[src/rtl/tcu_fedp_seq_if.sv]
// ---------------------------------------------------------------------------
// tcu_fedp_seq_if
//   Beat-input and result-output handshake bundle of the FEDP accumulation
//   sequencer.
//
//   Input beat port (valid/ready):
//     in_valid, in_ready, in_a_row, in_b_col, in_c_init, in_fmt_s, in_fmt_d,
//     in_vmask, in_tag, in_last
//   Result port (valid/ready):
//     out_valid, out_ready, out_data, out_tag, out_err
//
//   master : job producer / result consumer (testbench or upstream logic)
//   slave  : the sequencer
// ---------------------------------------------------------------------------
interface tcu_fedp_seq_if #(
    parameter int N       = 2,
    parameter int TAG_W   = 8,
    parameter int VMASK_W = 8
);
    logic                 in_valid;
    logic                 in_ready;
    logic [N*32-1:0]      in_a_row;
    logic [N*32-1:0]      in_b_col;
    logic [31:0]          in_c_init;
    logic [3:0]           in_fmt_s;
    logic [3:0]           in_fmt_d;
    logic [VMASK_W-1:0]   in_vmask;
    logic [TAG_W-1:0]     in_tag;
    logic                 in_last;

    logic                 out_valid;
    logic                 out_ready;
    logic [31:0]          out_data;
    logic [TAG_W-1:0]     out_tag;
    logic                 out_err;

    modport master (
        output in_valid, in_a_row, in_b_col, in_c_init, in_fmt_s, in_fmt_d,
               in_vmask, in_tag, in_last, out_ready,
        input  in_ready, out_valid, out_data, out_tag, out_err
    );

    modport slave (
        input  in_valid, in_a_row, in_b_col, in_c_init, in_fmt_s, in_fmt_d,
               in_vmask, in_tag, in_last, out_ready,
        output in_ready, out_valid, out_data, out_tag, out_err
    );
endinterface

[src/rtl/tcu_fedp_seq.sv]
// ---------------------------------------------------------------------------
// tcu_fedp_seq
//   Accumulation sequencer in front of a LATENCY-deep fused dot-product unit
//   (FEDP). A job arrives as a stream of K-chunk beats; each beat is issued
//   to the FEDP, and the FEDP result is fed back as the addend (c_val) of
//   the next beat, so the job yields one full-length dot product. The final
//   accumulator is returned with the job tag on a valid/ready port.
//
//   Ports:
//     clk, reset        clock, synchronous active-high reset
//     bus (slave)       beat input port and result output port
//     fedp_enable       FEDP pipeline enable (tied high)
//     fedp_vld_mask     lane mask, non-zero only in the first issue cycle
//     fedp_fmt_s/_d     formats latched from the first beat of the job
//     fedp_a_row/_b_col operands of the beat being issued
//     fedp_c_val        addend: c_init for the first beat, accumulator after
//     fedp_d_val        FEDP result, LATENCY cycles after issue
//
//   Optional build macro TCU_FEDP_SEQ_PERF_EN adds perf_jobs (completed
//   result handshakes) and perf_stall (cycles stalled on out_ready in DONE
//   or on in_valid in ISSUE), both 32-bit wrapping counters.
// ---------------------------------------------------------------------------
module tcu_fedp_seq #(
    parameter int N         = 2,
    parameter int LATENCY   = 4,
    parameter int MAX_STEPS = 8,
    parameter int TAG_W     = 8,
    parameter int VMASK_W   = 8
) (
    input  logic                clk,
    input  logic                reset,
    tcu_fedp_seq_if.slave       bus,
    output logic                fedp_enable,
    output logic [VMASK_W-1:0]  fedp_vld_mask,
    output logic [3:0]          fedp_fmt_s,
    output logic [3:0]          fedp_fmt_d,
    output logic [N*32-1:0]     fedp_a_row,
    output logic [N*32-1:0]     fedp_b_col,
    output logic [31:0]         fedp_c_val,
    input  logic [31:0]         fedp_d_val
`ifdef TCU_FEDP_SEQ_PERF_EN
    ,
    output logic [31:0]         perf_jobs,
    output logic [31:0]         perf_stall
`endif
);

    localparam int CNT_W  = $clog2(LATENCY + 1);
    localparam int STEP_W = $clog2(MAX_STEPS + 1);

    typedef enum logic [1:0] {IDLE, ISSUE, WAIT, DONE} state_t;

    state_t             state;
    logic [CNT_W-1:0]   cnt;
    logic [STEP_W-1:0]  step_cnt;
    logic               last_r;
    logic [31:0]        acc_r;
    logic [TAG_W-1:0]   tag_r;
    logic               accept;

    assign fedp_enable = 1'b1;
    assign accept      = bus.in_valid && bus.in_ready;

    always_ff @(posedge clk) begin
        if (reset) begin
            state         <= IDLE;
            cnt           <= '0;
            step_cnt      <= '0;
            last_r        <= 1'b0;
            acc_r         <= '0;
            tag_r         <= '0;
            bus.in_ready  <= 1'b1;
            bus.out_valid <= 1'b0;
            bus.out_err   <= 1'b0;
            bus.out_data  <= '0;
            bus.out_tag   <= '0;
            fedp_vld_mask <= '0;
            fedp_fmt_s    <= '0;
            fedp_fmt_d    <= '0;
            fedp_a_row    <= '0;
            fedp_b_col    <= '0;
            fedp_c_val    <= '0;
        end else begin
            case (state)
                IDLE, ISSUE: begin
                    if (accept) begin
                        fedp_a_row    <= bus.in_a_row;
                        fedp_b_col    <= bus.in_b_col;
                        fedp_vld_mask <= bus.in_vmask;
                        last_r        <= bus.in_last;
                        cnt           <= CNT_W'(LATENCY);
                        bus.in_ready  <= 1'b0;
                        state         <= WAIT;
                        if (state == IDLE) begin
                            // Job-level attributes come from the first beat only.
                            fedp_fmt_s <= bus.in_fmt_s;
                            fedp_fmt_d <= bus.in_fmt_d;
                            tag_r      <= bus.in_tag;
                            fedp_c_val <= bus.in_c_init;
                            step_cnt   <= STEP_W'(1);
                        end else begin
                            fedp_c_val <= acc_r;
                            step_cnt   <= step_cnt + STEP_W'(1);
                        end
                    end
                end
                WAIT: begin
                    // The FEDP samples the mask once; later cycles must not
                    // launch further valid lanes.
                    fedp_vld_mask <= '0;
                    if (cnt == '0) begin
                        acc_r <= fedp_d_val;
                        if (last_r || step_cnt == STEP_W'(MAX_STEPS)) begin
                            state <= DONE;
                        end else begin
                            state        <= ISSUE;
                            bus.in_ready <= 1'b1;
                        end
                    end else begin
                        cnt <= cnt - CNT_W'(1);
                    end
                end
                DONE: begin
                    // First DONE cycle registers the result, then hold until taken.
                    if (!bus.out_valid) begin
                        bus.out_valid <= 1'b1;
                        bus.out_data  <= acc_r;
                        bus.out_tag   <= tag_r;
                        bus.out_err   <= (step_cnt == STEP_W'(MAX_STEPS)) && !last_r;
                    end else if (bus.out_ready) begin
                        bus.out_valid <= 1'b0;
                        bus.out_err   <= 1'b0;
                        bus.in_ready  <= 1'b1;
                        state         <= IDLE;
                    end
                end
                default: begin
                    state        <= IDLE;
                    bus.in_ready <= 1'b1;
                end
            endcase
        end
    end

`ifdef TCU_FEDP_SEQ_PERF_EN
    always_ff @(posedge clk) begin
        if (reset) begin
            perf_jobs  <= '0;
            perf_stall <= '0;
        end else begin
            if (state == DONE && bus.out_valid && bus.out_ready) begin
                perf_jobs <= perf_jobs + 32'd1;
            end
            if ((state == DONE && !bus.out_ready) || (state == ISSUE && !bus.in_valid)) begin
                perf_stall <= perf_stall + 32'd1;
            end
        end
    end
`endif

endmodule

[src/flat_wrapper.sv]
// flat-port wrapper written by rule: the top's interface ports become plain ports
module tcu_fedp_seq_flat 
#(
    parameter int N         = 2,
    parameter int LATENCY   = 4,
    parameter int MAX_STEPS = 8,
    parameter int TAG_W     = 8,
    parameter int VMASK_W   = 8
)
  (clk, reset, fedp_enable, fedp_vld_mask, fedp_fmt_s, fedp_fmt_d, fedp_a_row, fedp_b_col, fedp_c_val, fedp_d_val, bus_in_valid, bus_in_a_row, bus_in_b_col, bus_in_c_init, bus_in_fmt_s, bus_in_fmt_d, bus_in_vmask, bus_in_tag, bus_in_last, bus_out_ready, bus_in_ready, bus_out_valid, bus_out_data, bus_out_tag, bus_out_err);
  tcu_fedp_seq_if #(.N(N), .TAG_W(TAG_W), .VMASK_W(VMASK_W)) bus_i ();
  input  logic clk;
  input  logic reset;
  output logic fedp_enable;
  output logic [VMASK_W-1:0] fedp_vld_mask;
  output logic [3:0] fedp_fmt_s;
  output logic [3:0] fedp_fmt_d;
  output logic [N*32-1:0] fedp_a_row;
  output logic [N*32-1:0] fedp_b_col;
  output logic [31:0] fedp_c_val;
  input  logic [31:0] fedp_d_val;
  input wire logic [$bits(bus_i.in_valid)-1:0] bus_in_valid;
  input wire logic [$bits(bus_i.in_a_row)-1:0] bus_in_a_row;
  input wire logic [$bits(bus_i.in_b_col)-1:0] bus_in_b_col;
  input wire logic [$bits(bus_i.in_c_init)-1:0] bus_in_c_init;
  input wire logic [$bits(bus_i.in_fmt_s)-1:0] bus_in_fmt_s;
  input wire logic [$bits(bus_i.in_fmt_d)-1:0] bus_in_fmt_d;
  input wire logic [$bits(bus_i.in_vmask)-1:0] bus_in_vmask;
  input wire logic [$bits(bus_i.in_tag)-1:0] bus_in_tag;
  input wire logic [$bits(bus_i.in_last)-1:0] bus_in_last;
  input wire logic [$bits(bus_i.out_ready)-1:0] bus_out_ready;
  output wire logic [$bits(bus_i.in_ready)-1:0] bus_in_ready;
  output wire logic [$bits(bus_i.out_valid)-1:0] bus_out_valid;
  output wire logic [$bits(bus_i.out_data)-1:0] bus_out_data;
  output wire logic [$bits(bus_i.out_tag)-1:0] bus_out_tag;
  output wire logic [$bits(bus_i.out_err)-1:0] bus_out_err;
  assign bus_i.in_valid = bus_in_valid;
  assign bus_i.in_a_row = bus_in_a_row;
  assign bus_i.in_b_col = bus_in_b_col;
  assign bus_i.in_c_init = bus_in_c_init;
  assign bus_i.in_fmt_s = bus_in_fmt_s;
  assign bus_i.in_fmt_d = bus_in_fmt_d;
  assign bus_i.in_vmask = bus_in_vmask;
  assign bus_i.in_tag = bus_in_tag;
  assign bus_i.in_last = bus_in_last;
  assign bus_i.out_ready = bus_out_ready;
  assign bus_in_ready = bus_i.in_ready;
  assign bus_out_valid = bus_i.out_valid;
  assign bus_out_data = bus_i.out_data;
  assign bus_out_tag = bus_i.out_tag;
  assign bus_out_err = bus_i.out_err;
  tcu_fedp_seq #(.N(N), .LATENCY(LATENCY), .MAX_STEPS(MAX_STEPS), .TAG_W(TAG_W), .VMASK_W(VMASK_W)) u_core (.clk(clk), .reset(reset), .bus(bus_i), .fedp_enable(fedp_enable), .fedp_vld_mask(fedp_vld_mask), .fedp_fmt_s(fedp_fmt_s), .fedp_fmt_d(fedp_fmt_d), .fedp_a_row(fedp_a_row), .fedp_b_col(fedp_b_col), .fedp_c_val(fedp_c_val), .fedp_d_val(fedp_d_val));
endmodule
[config.mk]
export PLATFORM = sky130hd
export DESIGN_NAME = tcu_fedp_seq_flat
export DESIGN_NICKNAME = d
export VERILOG_FILES = /design/src/rtl/tcu_fedp_seq_if.sv /design/src/rtl/tcu_fedp_seq.sv /design/src/flat_wrapper.sv
export SDC_FILE = /design/constraint.sdc
export NUM_CORES = 1
export LEC_CHECK = 0
export ABC_AREA = 1
export BUFFER_PORTS_ARGS = -buffer_cell sky130_fd_sc_hd__clkbuf_2
export CAP_MARGIN = 40
export CORE_MARGIN = 3
export CORE_UTILIZATION = 30
export DETAILED_ROUTE_END_ITERATION = 10
export GPL_TIMING_DRIVEN = 0
export HOLD_SLACK_MARGIN = 0.1
export PLACE_DENSITY = 0.61
export SLEW_MARGIN = 20
export SYNTH_ARGS = -nofsm -noshare
export SYNTH_HDL_FRONTEND = slang
export SYNTH_SLANG_ARGS = --single-unit
[constraint.sdc]
create_clock -name clk -period 1.8 [get_ports clk]
set_input_delay 0.18 -clock clk [delete_from_list [all_inputs] [get_ports clk]]
set_output_delay 0.18 -clock clk [all_outputs]
set_load 0.01 [all_outputs]
==> impl_results.md, run 1 <==
* Status: completed
* Clock tree buffer depth at 3
* Critical path endpoint category: flip-flop
* Total negative slack at 0 ps
* Overflow after GRT at 0
* Critical Path RT at 2280 ps
* LEAKAGE at approximately 7.3 nW
* Initial antenna violation count at 4
* CP Max Fanout at 10
* Clock transition at path regs at 60 ps
* Area leader, netlist: dfxtp_1
* CTS Sinks at about 270
* Post-synthesis sequential area ratio at 0.548
* Worst-Margin Slew at 641 ps
* Unrepaired setup endpoints after global routing: false
* Post-synth EDFFs at 0
* Critical Path Source Type: input port
* Final min period at between 1500 and 2000 ps
* DR iter-0 viols at 580
* GRT Total Usage at 0.240
* Starting Density at 0.308
* Routed via count at 11210
* Register bit total from synthesis at 269
* H-tree depth at 1
* Fmax at approximately 600 MHz
* Count leader, synth: nor2_1
* Worst VDD drop at 755 uV
* Layout area overhead at 60.5%
* # placed instances at 2090
* Die Footprint at 35000 sq um
* Critical path type: input port to flip-flop
* P per Cell Area at 1550 nW/um^2
* DRC errors left at 0
* Synth warn at 0
* Number of hold violations in the final report at 0
* Crit-path cells: dlygate4sd3_1 > buf_2 > inv_2 > buf_4 > clkbuf_1 > o21ai_0 > nor2_1
* Worst rel slew slack at 0.573
* Pin count of the biggest net entering global routing at 15
* Die H at approximately 190 microns
* Slowest-stage cell, CP: dlygate4sd3_1
* Endpoints failing setup at 0
* Fin cells at roughly 2400
* Cell variety after synth at 31
* Maxcap violations at 0
* Vias in the first global route at 11130
* WL/cell at 18.5 microns
* Final ANT Viol Nets at 0
* Setup slack, reg-to-reg at roughly 200 ps
* Skew final at 12.4 ps
* Root buf cell: clkbuf_16
* WP data arrival at ~2200 ps
* IO Count at between 400 and 500
* Via/cell ratio at about 4.7
* IO buf count at around 440
* First-pass GRT wire length at ~66000 microns
* Asr flop ratio synth at 0
* Slew Limit Fails at 0
* Final Util at 0.495
* Critical path's top delay family: buffers and inverters
* Most used DFF post-synth: dfxtp_1
* Layout Nets at roughly 2100
* Hold Crit Class: input port to flip-flop
* Tot Pwr at between 20 and 25 mW
* Die width at ~190 microns
* Top cells by area, synth: dfxtp_1 (55%), nor2_1 (13%), o21ai_0 (10%)
* Num CTS Buffers at 30
* Gpl congestion at approximately 0.9
* Layout cells sized above 1 at 0.296
* Synth Instances at 1217
* Synthesized Nets at around 1400
* Clock latency on the worst-skew pair at ~560 ps
* Post-Syn Area at 9830 sq um
* Core area at about 32000 sq um
* Final WL at approximately 44000 microns
* Buffers & Inverters on Critical Path at 5
* Post-CTS Setup Bufs at 0
* DRT Pass-1 Iters at 6
* FP Rows at 65
* Area share of the largest cell type after synthesis at 0.548
* Syn avg cell area at a little over 8 sq um
* Synth top cells by count: nor2_1 (342), dfxtp_1 (269), o21ai_0 (198)
* Crit share post-route at 0.933
* Slowest stage delay, CP at 530 ps
* TritonCTS clock tree: done
* Post-CTS Resized at 0
* Placed wire-length estimate at 31700 microns
[where the power goes]
group,switching [mW],internal (mW)
registers,0.980,7.83
clock network,2.51,3.76
logic,5.88,3.42
total,9.37,15.0
[worst paths after layout]
check | cells past startpoint | end | start
worst min register to register | 2 | u_core.fedp_c_val[20] | u_core.fedp_c_val[20]
worst max-delay path | 7 | u_core.fedp_fmt_d[2] | reset
worst max register to register | 8 | u_core.fedp_fmt_d[2] | u_core.state[0]
worst min-delay path | 5 | u_core.fedp_fmt_s[3] | bus_in_valid
[logic make-up (layout without fill, tap and decap cells)]
group	Yosys count	count (layout)	synth area share
buffers and inverters	137	850	0.0736
other	1	4	0.000382
adder cells (fa/ha/maj)	4	4	0.00509
AND/OR/NAND/NOR	430	430	0.180
flip-flops	269	269	0.548
AO/OA/AOI/OAI	376	376	0.193
[stage by stage]
step | setup WS [ps] | cell area, sq um | hold slack (ps)
2_1_floorplan | 565 | 9830 | 315
3_3_place_gp | 157 | 12600 | 410
3_5_place_dp | 175 | 12600 | 415
4_1_cts | 191 | 15800 | 230
5_1_grt | 33.6 | 15800 | 275
6_report | 121 | 15800 | 247
[routing by layer]
| metal | vias to the layer above | routed length [microns] | GRT usage |
|---|---|---|---|
| met3 | 139 | 3410 | 0.0596 |
| met5 | - | 17 | 0 |
| met4 | 2 | 2660 | 0.122 |
| li1 | 5374 | - | - |
| met1 | 5140 | 16700 | 0.275 |
| met2 | 555 | 20900 | 0.415 |
[state kept, by name, indices dropped and copies added, names as in the netlist, 8 cells and up]
| name | cells |
|---|---|
| u_core.bus.out_data | 32 |
| u_core.acc_r | 32 |
| u_core.tag_r | 8 |
| u_core.fedp_b_col | 64 |
| u_core.fedp_vld_mask | 8 |
| u_core.bus.out_tag | 8 |
| u_core.fedp_c_val | 32 |
| u_core.fedp_a_row | 64 |
[cell usage in the layout, fill, tap and decap left out, drive strengths merged, types with 2 or more instances in the layout]
cell and n:
o22ai 4, o21ai 252, nor2 350, inv 47, nor3 16, dfxtp 269
a21oi 117, ha 4, nand2 51, nand3 11, bufinv 2, dlygate4sd3 219
diode 3, clkinv 6, buf 61, clkbuf 514
[timing repair]
| action | CTS | global route |
|---|---|---|
| hold endpoints to repair | 221 | 0 |
| setup endpoints to repair | 0 | 0 |
| hold buffers | 219 | 0 |
[worst reg2reg max path: stages, from the launching register on]
cell and delay [ps]:
dfxtp_1 340, buf_6 170, nor2_8 210, inv_6 80, nor2_8 180, inv_2 90
buf_2 200, nor2_1 150, nor2_1 70
[layout make-up]
class                   count  area, sq um
multi-input cells         811         3720
plain buffers              90          539
well taps                 435          544
flip-flops and latches    269         5390
repair buffers            657         4380
clock buffers              47          916
inverters                  47          184
diodes                      3         7.51
fillers                  2975        16100
clock inverters             9         97.6
Power figures use the tool's default switching activity.
==> run 2: changes to the inputs <==
--- a/config.mk
+++ b/config.mk
@@ -13,8 +13,7 @@
 export DETAILED_ROUTE_END_ITERATION = 10
 export GPL_TIMING_DRIVEN = 0
 export HOLD_SLACK_MARGIN = 0.1
-export PLACE_DENSITY = 0.61
-export SLEW_MARGIN = 20
+export PLACE_DENSITY = 0.63
 export SYNTH_ARGS = -nofsm -noshare
 export SYNTH_HDL_FRONTEND = slang
 export SYNTH_SLANG_ARGS = --single-unit
==> constraint.sdc (replaced) <==
create_clock -name clk -period 1.4 [get_ports clk]
set_input_delay 0.14 -clock clk [delete_from_list [all_inputs] [get_ports clk]]
set_output_delay 0.14 -clock clk [all_outputs]
set_load 0.01 [all_outputs]
==> impl_results.md, run 2 (synthesis results as in run 1) <==
* Status: finished, violations left
* Failing checks: negative setup slack
* Layout cells sized above 1 at 0.339 (+0.0428)
* DRC errors left at 0 (unchanged)
* Area of the multi-input gates at 4040 sq um (+8.6%)
* Num CTS Buffers at 30 (unchanged)
* Worst-Margin Slew at 827 ps (+187 ps)
* Crit share post-route at 1.01
* LEAKAGE at 7.52 nW (+3.1%)
* CTS Sinks at 269 (unchanged)
* Endpoints failing setup at 1 (+1)
* Die width at 187 microns (unchanged)
* WP data arrival at 1830 ps (-330 ps)
* Final min period at 1410 ps
* Layout Nets at 2155 (+1.1%)
* First-pass GRT wire length at 66700 microns (+0.38%)
* Metal2 WL at 22200 microns (+6.2%)
* Final setup margin at -7.56 ps (-129 ps)
* Met3 wire len at 3420 microns (+0.35%)
* Metal-1 WL at 16900 microns (+1.1%)
* Worst r2r path cells at 7 (-1)
* Die Footprint at 35000 sq um (unchanged)
* Critical path type: flip-flop to flip-flop
* Critical Path RT at 1830 ps (-450 ps)
* Core area at 31900 sq um (unchanged)
* Skew final at 12.8 ps (+0.470 ps)
* FP Rows at 65 (unchanged)
* P per Cell Area at 2000 nW/um^2 (+29%)
* IO buf count at 438 (unchanged)
* Reg area at 5390 sq um (+0.12%)
* Layout area overhead at 67.5%
* Largest regs: u_core.fedp_a_row x64, u_core.fedp_b_col x64
* Hold Slack at 228 ps (-18.5 ps)
* Fin cells at 2382 (+0.59%)
* Number of hold violations in the final report at 0 (unchanged)
* # placed instances at 2090 (unchanged)
* Placed wire-length estimate at 31100 microns (-2.0%)
* Slew Limit Fails at 0 (unchanged)
* Slowest-stage cell, CP: dfxtp_4
* Hold Crit Class: input port to flip-flop
* Overflow after GRT at 0 (unchanged)
* Root buf cell: clkbuf_16
* Worst rel slew slack at 0.448 (-0.124)
* Clock tree buffer depth at 3 (unchanged)
* Filler cell count at 2910 (-2.2%)
* Critical Path Source Type: flip-flop
* Commonest non-fill, non-tap cells in the layout: clkbuf_2 (438), nor2_1 (337), dfxtp_1 (266)
* Tot Pwr at 32.9 mW (+35%)
* Clock transition at path regs at 60 ps (about the same)
* Via/cell ratio at 4.75 (+0.30%)
* Maxcap violations at 0 (unchanged)
* Setup slack, reg-to-reg at -8 ps (-210 ps)
* Unrepaired setup endpoints after global routing: true
* Gpl congestion at 0.937 (+1.4%)
* Crit-path cells: inv_6 > nor2_4 > nand3_4 > buf_12 > clkbuf_16 > o21ai_2 > a21oi_2
* DRT Pass-1 Iters at 4 (-2)
* Initial antenna violation count at 4 (unchanged)
* DR top layer: met4
* Worst Hold Depth at 3 (-2)
* IO Count at 441 (unchanged)
* TritonCTS clock tree: done
* Most common cell after layout, fill and taps aside: clkbuf_2
* DR iter-0 viols at 585 (+0.86%)
* Starting Density at 0.308 (unchanged)
* Vias in the first global route at 11301 (+1.5%)
* Clock latency on the worst-skew pair at 550 ps (about the same)
* Pin count of the biggest net entering global routing at 15 (unchanged)
* WL/cell at 19.0 microns (+2.6%)
* Final ANT Viol Nets at 0 (unchanged)
* Die H at 187 microns (unchanged)
* Worst VDD drop at 1190 uV (+57%)
* Routed via count at 11310 (+0.89%)
* CP Max Fanout at 6 (-4)
* GRT Total Usage at 0.240 (+0.000606)
* Critical path endpoint category: flip-flop
* Final WL at 45100 microns (+3.2%)
* Slowest stage delay, CP at 380 ps (-150 ps)
* H-tree depth at 1 (unchanged)
* Fmax at around 700 MHz
run 2: cell count changes in the layout (fill, tap and decap cells not counted), sizes merged:
cell,change
inv,+1
diode,+1
bufinv,-1
clkinv,-4
buf,+13
nand3,+1
clkbuf,+3
run 2: area by class of cell:
class,instances,share of cell area
Antenna cell,4,0.000608
Buffer,89,0.0417
Clock buffer,41,0.0512
Clock inverter,4,0.00289
Inverter,47,0.0119
Multi-Input combinational cell,812,0.246
Sequential cell,269,0.328
Tap cell,435,0.0331
Timing Repair Buffer,680,0.285
Timing Repair inverter,1,0.000380
run 2: worst paths after layout:
kind | to | from
min | u_core.fedp_c_val[7] | reset
max | u_core.acc_r[26] | u_core.state[1]
max reg2reg | u_core.acc_r[26] | u_core.state[1]
min reg2reg | u_core.fedp_c_val[24] | u_core.fedp_c_val[24]
run 2: report_power, final:
group	switching (mW)	internal [mW]
sequential	1.24	10.1
combinational	8.50	5.67
clock	3.09	4.31
total	12.8	20.1
run 2: routing by layer:
layer	global-route usage	vias up
li1	-	5427
met2	0.431	498
met4	0.125	0
met5	0	-
met3	0.0628	130
met1	0.261	5255
run 2: repair_timing:
action,CTS,global route
hold buffers,218,1
gates cloned,3,5
pin swaps,6,10
endpoints found under the hold margin,223,1
setup endpoints to repair,206,264
setup buffers,10,7
resized for setup,78,148
run 2: metrics by stage:
step                      TNS [ps]  worst slack (ps)  cell area, sq um  utilization
after floorplan                  0               165              9830            -
after global placement      -16000              -213             12600        0.394
after detailed placement    -19340              -220             12600        0.394
after CTS                    -1170             -54.8             16000        0.501
after global routing          -824             -47.4             16500        0.516
final                        -7.56             -7.56             16500        0.516
run 2: worst max-delay path, delay by kind of cell, from the launching register on:
kind | cells | cell delay, ps
buffers and inverters | 3 | 380
flip-flops | 1 | 380
AO/OA/AOI/OAI | 2 | 190
AND/OR/NAND/NOR | 2 | 330
==> run 3: changes to the inputs <==
--- a/config.mk
+++ b/config.mk
@@ -13,7 +13,7 @@
 export DETAILED_ROUTE_END_ITERATION = 10
 export GPL_TIMING_DRIVEN = 0
 export HOLD_SLACK_MARGIN = 0.1
-export PLACE_DENSITY = 0.63
+export PLACE_DENSITY = 0.61
 export SYNTH_ARGS = -nofsm -noshare
 export SYNTH_HDL_FRONTEND = slang
 export SYNTH_SLANG_ARGS = --single-unit
==> constraint.sdc (replaced) <==
create_clock -name clk -period 1.6 [get_ports clk]
set_input_delay 0.16 -clock clk [delete_from_list [all_inputs] [get_ports clk]]
set_output_delay 0.16 -clock clk [all_outputs]
set_load 0.01 [all_outputs]
==> impl_results.md, run 3 (synthesis results as in run 1) <==
* Sw Ratio at 0.384 (-0.00645)
* Largest regs: u_core.fedp_a_row x64, u_core.fedp_b_col x64
* LEAKAGE at 7.36 nW (-2.2%)
* Maxcap violations at 0 (unchanged)
* IO Count at 441 (unchanged)
* Critical Path Source Type: flip-flop
* Reg2reg end: u_core.fedp_fmt_d[2]
* IO buf count at 438 (unchanged)
* GRT Total Usage at 0.240 (-0.000606)
* Skew final at 9.33 ps (-3.51 ps)
* Critical path endpoint category: flip-flop
* Setup slack, reg-to-reg at 20 ps (+30 ps)
* Crit-path cells: buf_6 > buf_12 > nor2_8 > inv_6 > nor2_8 > inv_2 > buf_2 > nor2_1 > nor2_1
* Slowest stage delay, CP at 340 ps (-40 ps)
* Num CTS Buffers at 30 (unchanged)
* Critical path type: flip-flop to flip-flop
* Hold Crit Class: input port to flip-flop
* Buffers & Inverters on Critical Path at 5 (+2)
* Clock latency on the worst-skew pair at 550 ps (about the same)
* DR iter-0 viols at 603 (+3.1%)
* Fmax at 633 MHz (-11%)
* Endpoints failing setup at 0 (-1)
* Layout Nets at 2133 (-1.0%)
* DRT Pass-1 Iters at 5 (+1)
* Hold Slack at 232 ps (+3.70 ps)
* Worst-Margin Slew at 563 ps (-265 ps)
* Root buf cell: clkbuf_16
* Crit share post-route at 0.987 (-0.0182)
* Critical Path RT at 2030 ps (+200 ps)
* Clock tree buffer depth at 3 (unchanged)
* First-pass GRT wire length at 66400 microns (-0.38%)
* Critical path's top delay family: buffers and inverters
* Commonest non-fill, non-tap cells in the layout: clkbuf_2 (455), nor2_1 (342), dfxtp_1 (268)
* Placed wire-length estimate at 31700 microns (+2.0%)
* Final ANT Viol Nets at 0 (unchanged)
* CTS Sinks at 269 (unchanged)
* Reg-to-reg startpoint: u_core.state[0]
* Power Internal at 17.0 mW (-15%)
* Die Footprint at 35000 sq um (unchanged)
* Total negative slack at 0 ps (+7.56 ps)
* Layout cells sized above 1 at 0.306 (-0.0322)
* Pin count of the biggest net entering global routing at 15 (unchanged)
* Worst rel slew slack at 0.625 (+0.177)
* Slew Limit Fails at 0 (unchanged)
* Gpl congestion at 0.923 (-1.4%)
* WL/cell at 18.5 microns (-2.5%)
* Overflow after GRT at 0 (unchanged)
* DRC errors left at 0 (unchanged)
* # placed instances at 2090 (unchanged)
* Die width at 187 microns (unchanged)
* Worst r2r path cells at 9 (+2)
* Most common cell after layout, fill and taps aside: clkbuf_2
* TritonCTS clock tree: done
* Final WL at 43800 microns (-3.0%)
* Clock power share at 0.256 (+0.031)
* Die H at 187 microns (unchanged)
* P per Cell Area at 1740 nW/um^2 (-13%)
* Worst VDD drop at 842 uV (-29%)
* WP data arrival at 2010 ps (+180 ps)
* FP Rows at 65 (unchanged)
* Clock transition at path regs at 60 ps (about the same)
* Unrepaired setup endpoints after global routing: true
* Worst Hold Depth at 5 (+2)
* Hold EP: u_core.fedp_fmt_s[3]
* Final min period at 1580 ps (+172 ps)
* Initial antenna violation count at 4 (unchanged)
* Critical path depth at 9 (+2)
* Sequential Power Share at 0.360 (+0.015)
* Fin cells at 2370 (-0.50%)
* Starting Density at 0.308 (unchanged)
* CP Max Fanout at 10 (+4)
* Routed via count at 11232 (-0.69%)
* Number of hold violations in the final report at 0 (unchanged)
* Via/cell ratio at 4.74 (-0.19%)
* Status: completed
* H-tree depth at 1 (unchanged)
* Slowest-stage cell, CP: dfxtp_2
* NetSw at 10.6 mW (-18%)
* Tot Pwr at 27.5 mW (-16%)
* Core area at 31900 sq um (unchanged)
* Comb pwr share at 0.384 (-0.047)
* Hold Startpoint: bus_in_valid
* Vias in the first global route at 11130 (-1.5%)
* Layout area overhead at 61.1%
run 3: worst max path at each step:
stage                                  to       startpoint
floorplan           u_core.fedp_c_val[19]  u_core.state[0]
global placement         u_core.acc_r[24]            reset
detailed placement       u_core.acc_r[22]            reset
CTS                      u_core.acc_r[23]  u_core.state[1]
global route         u_core.fedp_fmt_d[2]  u_core.state[0]
finish               u_core.fedp_fmt_d[2]  u_core.state[0]
run 3: tightest hold or removal path, stage by stage:
cell      delay [ps]
clkbuf_2         110
nand2_1          190
nor2_8           100
o21ai_0          140
nor2_1            40
run 3: power groups by stage:
| stage | sequential, mW | combinational, mW | clock (mW) |
|---|---|---|---|
| 2_1_floorplan | 10.6 | 5.10 | 0 |
| 3_3_place_gp | 9.91 | 9.86 | 0 |
| 3_5_place_dp | 10.0 | 9.94 | 0 |
| 4_1_cts | 9.86 | 10.4 | 7.19 |
| 5_1_grt | 10.1 | 11.6 | 7.45 |
| 6_report | 9.92 | 10.6 | 7.05 |
run 3: cell type report:
cell class	instances	area, sq um
antenna	3	7.51
buffer	90	567
clock buffer	47	916
clock inverter	9	97.6
fill	2967	16000
inverter	47	184
multi-input combinational	811	3720
sequential	269	5390
tap	435	544
timing repair buffer	659	4410
run 3: timing repair:
item / in CTS / in global routing
endpoints found under the setup margin: 0 / 114
setup buffers: 0 / 2
hold buffers: 219 / 0
gates resized for setup: 0 / 50
endpoints found under the hold margin: 221 / 0
run 3: metrics by stage:
stage               instance area, sq um  utilization  setup slack [ps]
floorplan                           9830            -               365
global placement                   12600        0.394             -23.2
detailed placement                 12600        0.394             -5.04
CTS                                15800        0.495              4.80
global route                       15800        0.497             -29.4
finish                             15800        0.497              20.4
run 3: per-layer routing:
metal / part of all wire / vias up / GRT usage
li1: - / 5380 / -
met1: 0.38 / 5197 / 0.275
met2: 0.48 / 523 / 0.415
met3: 0.076 / 130 / 0.0596
met4: 0.059 / 2 / 0.122
met5: 0.00039 / - / 0
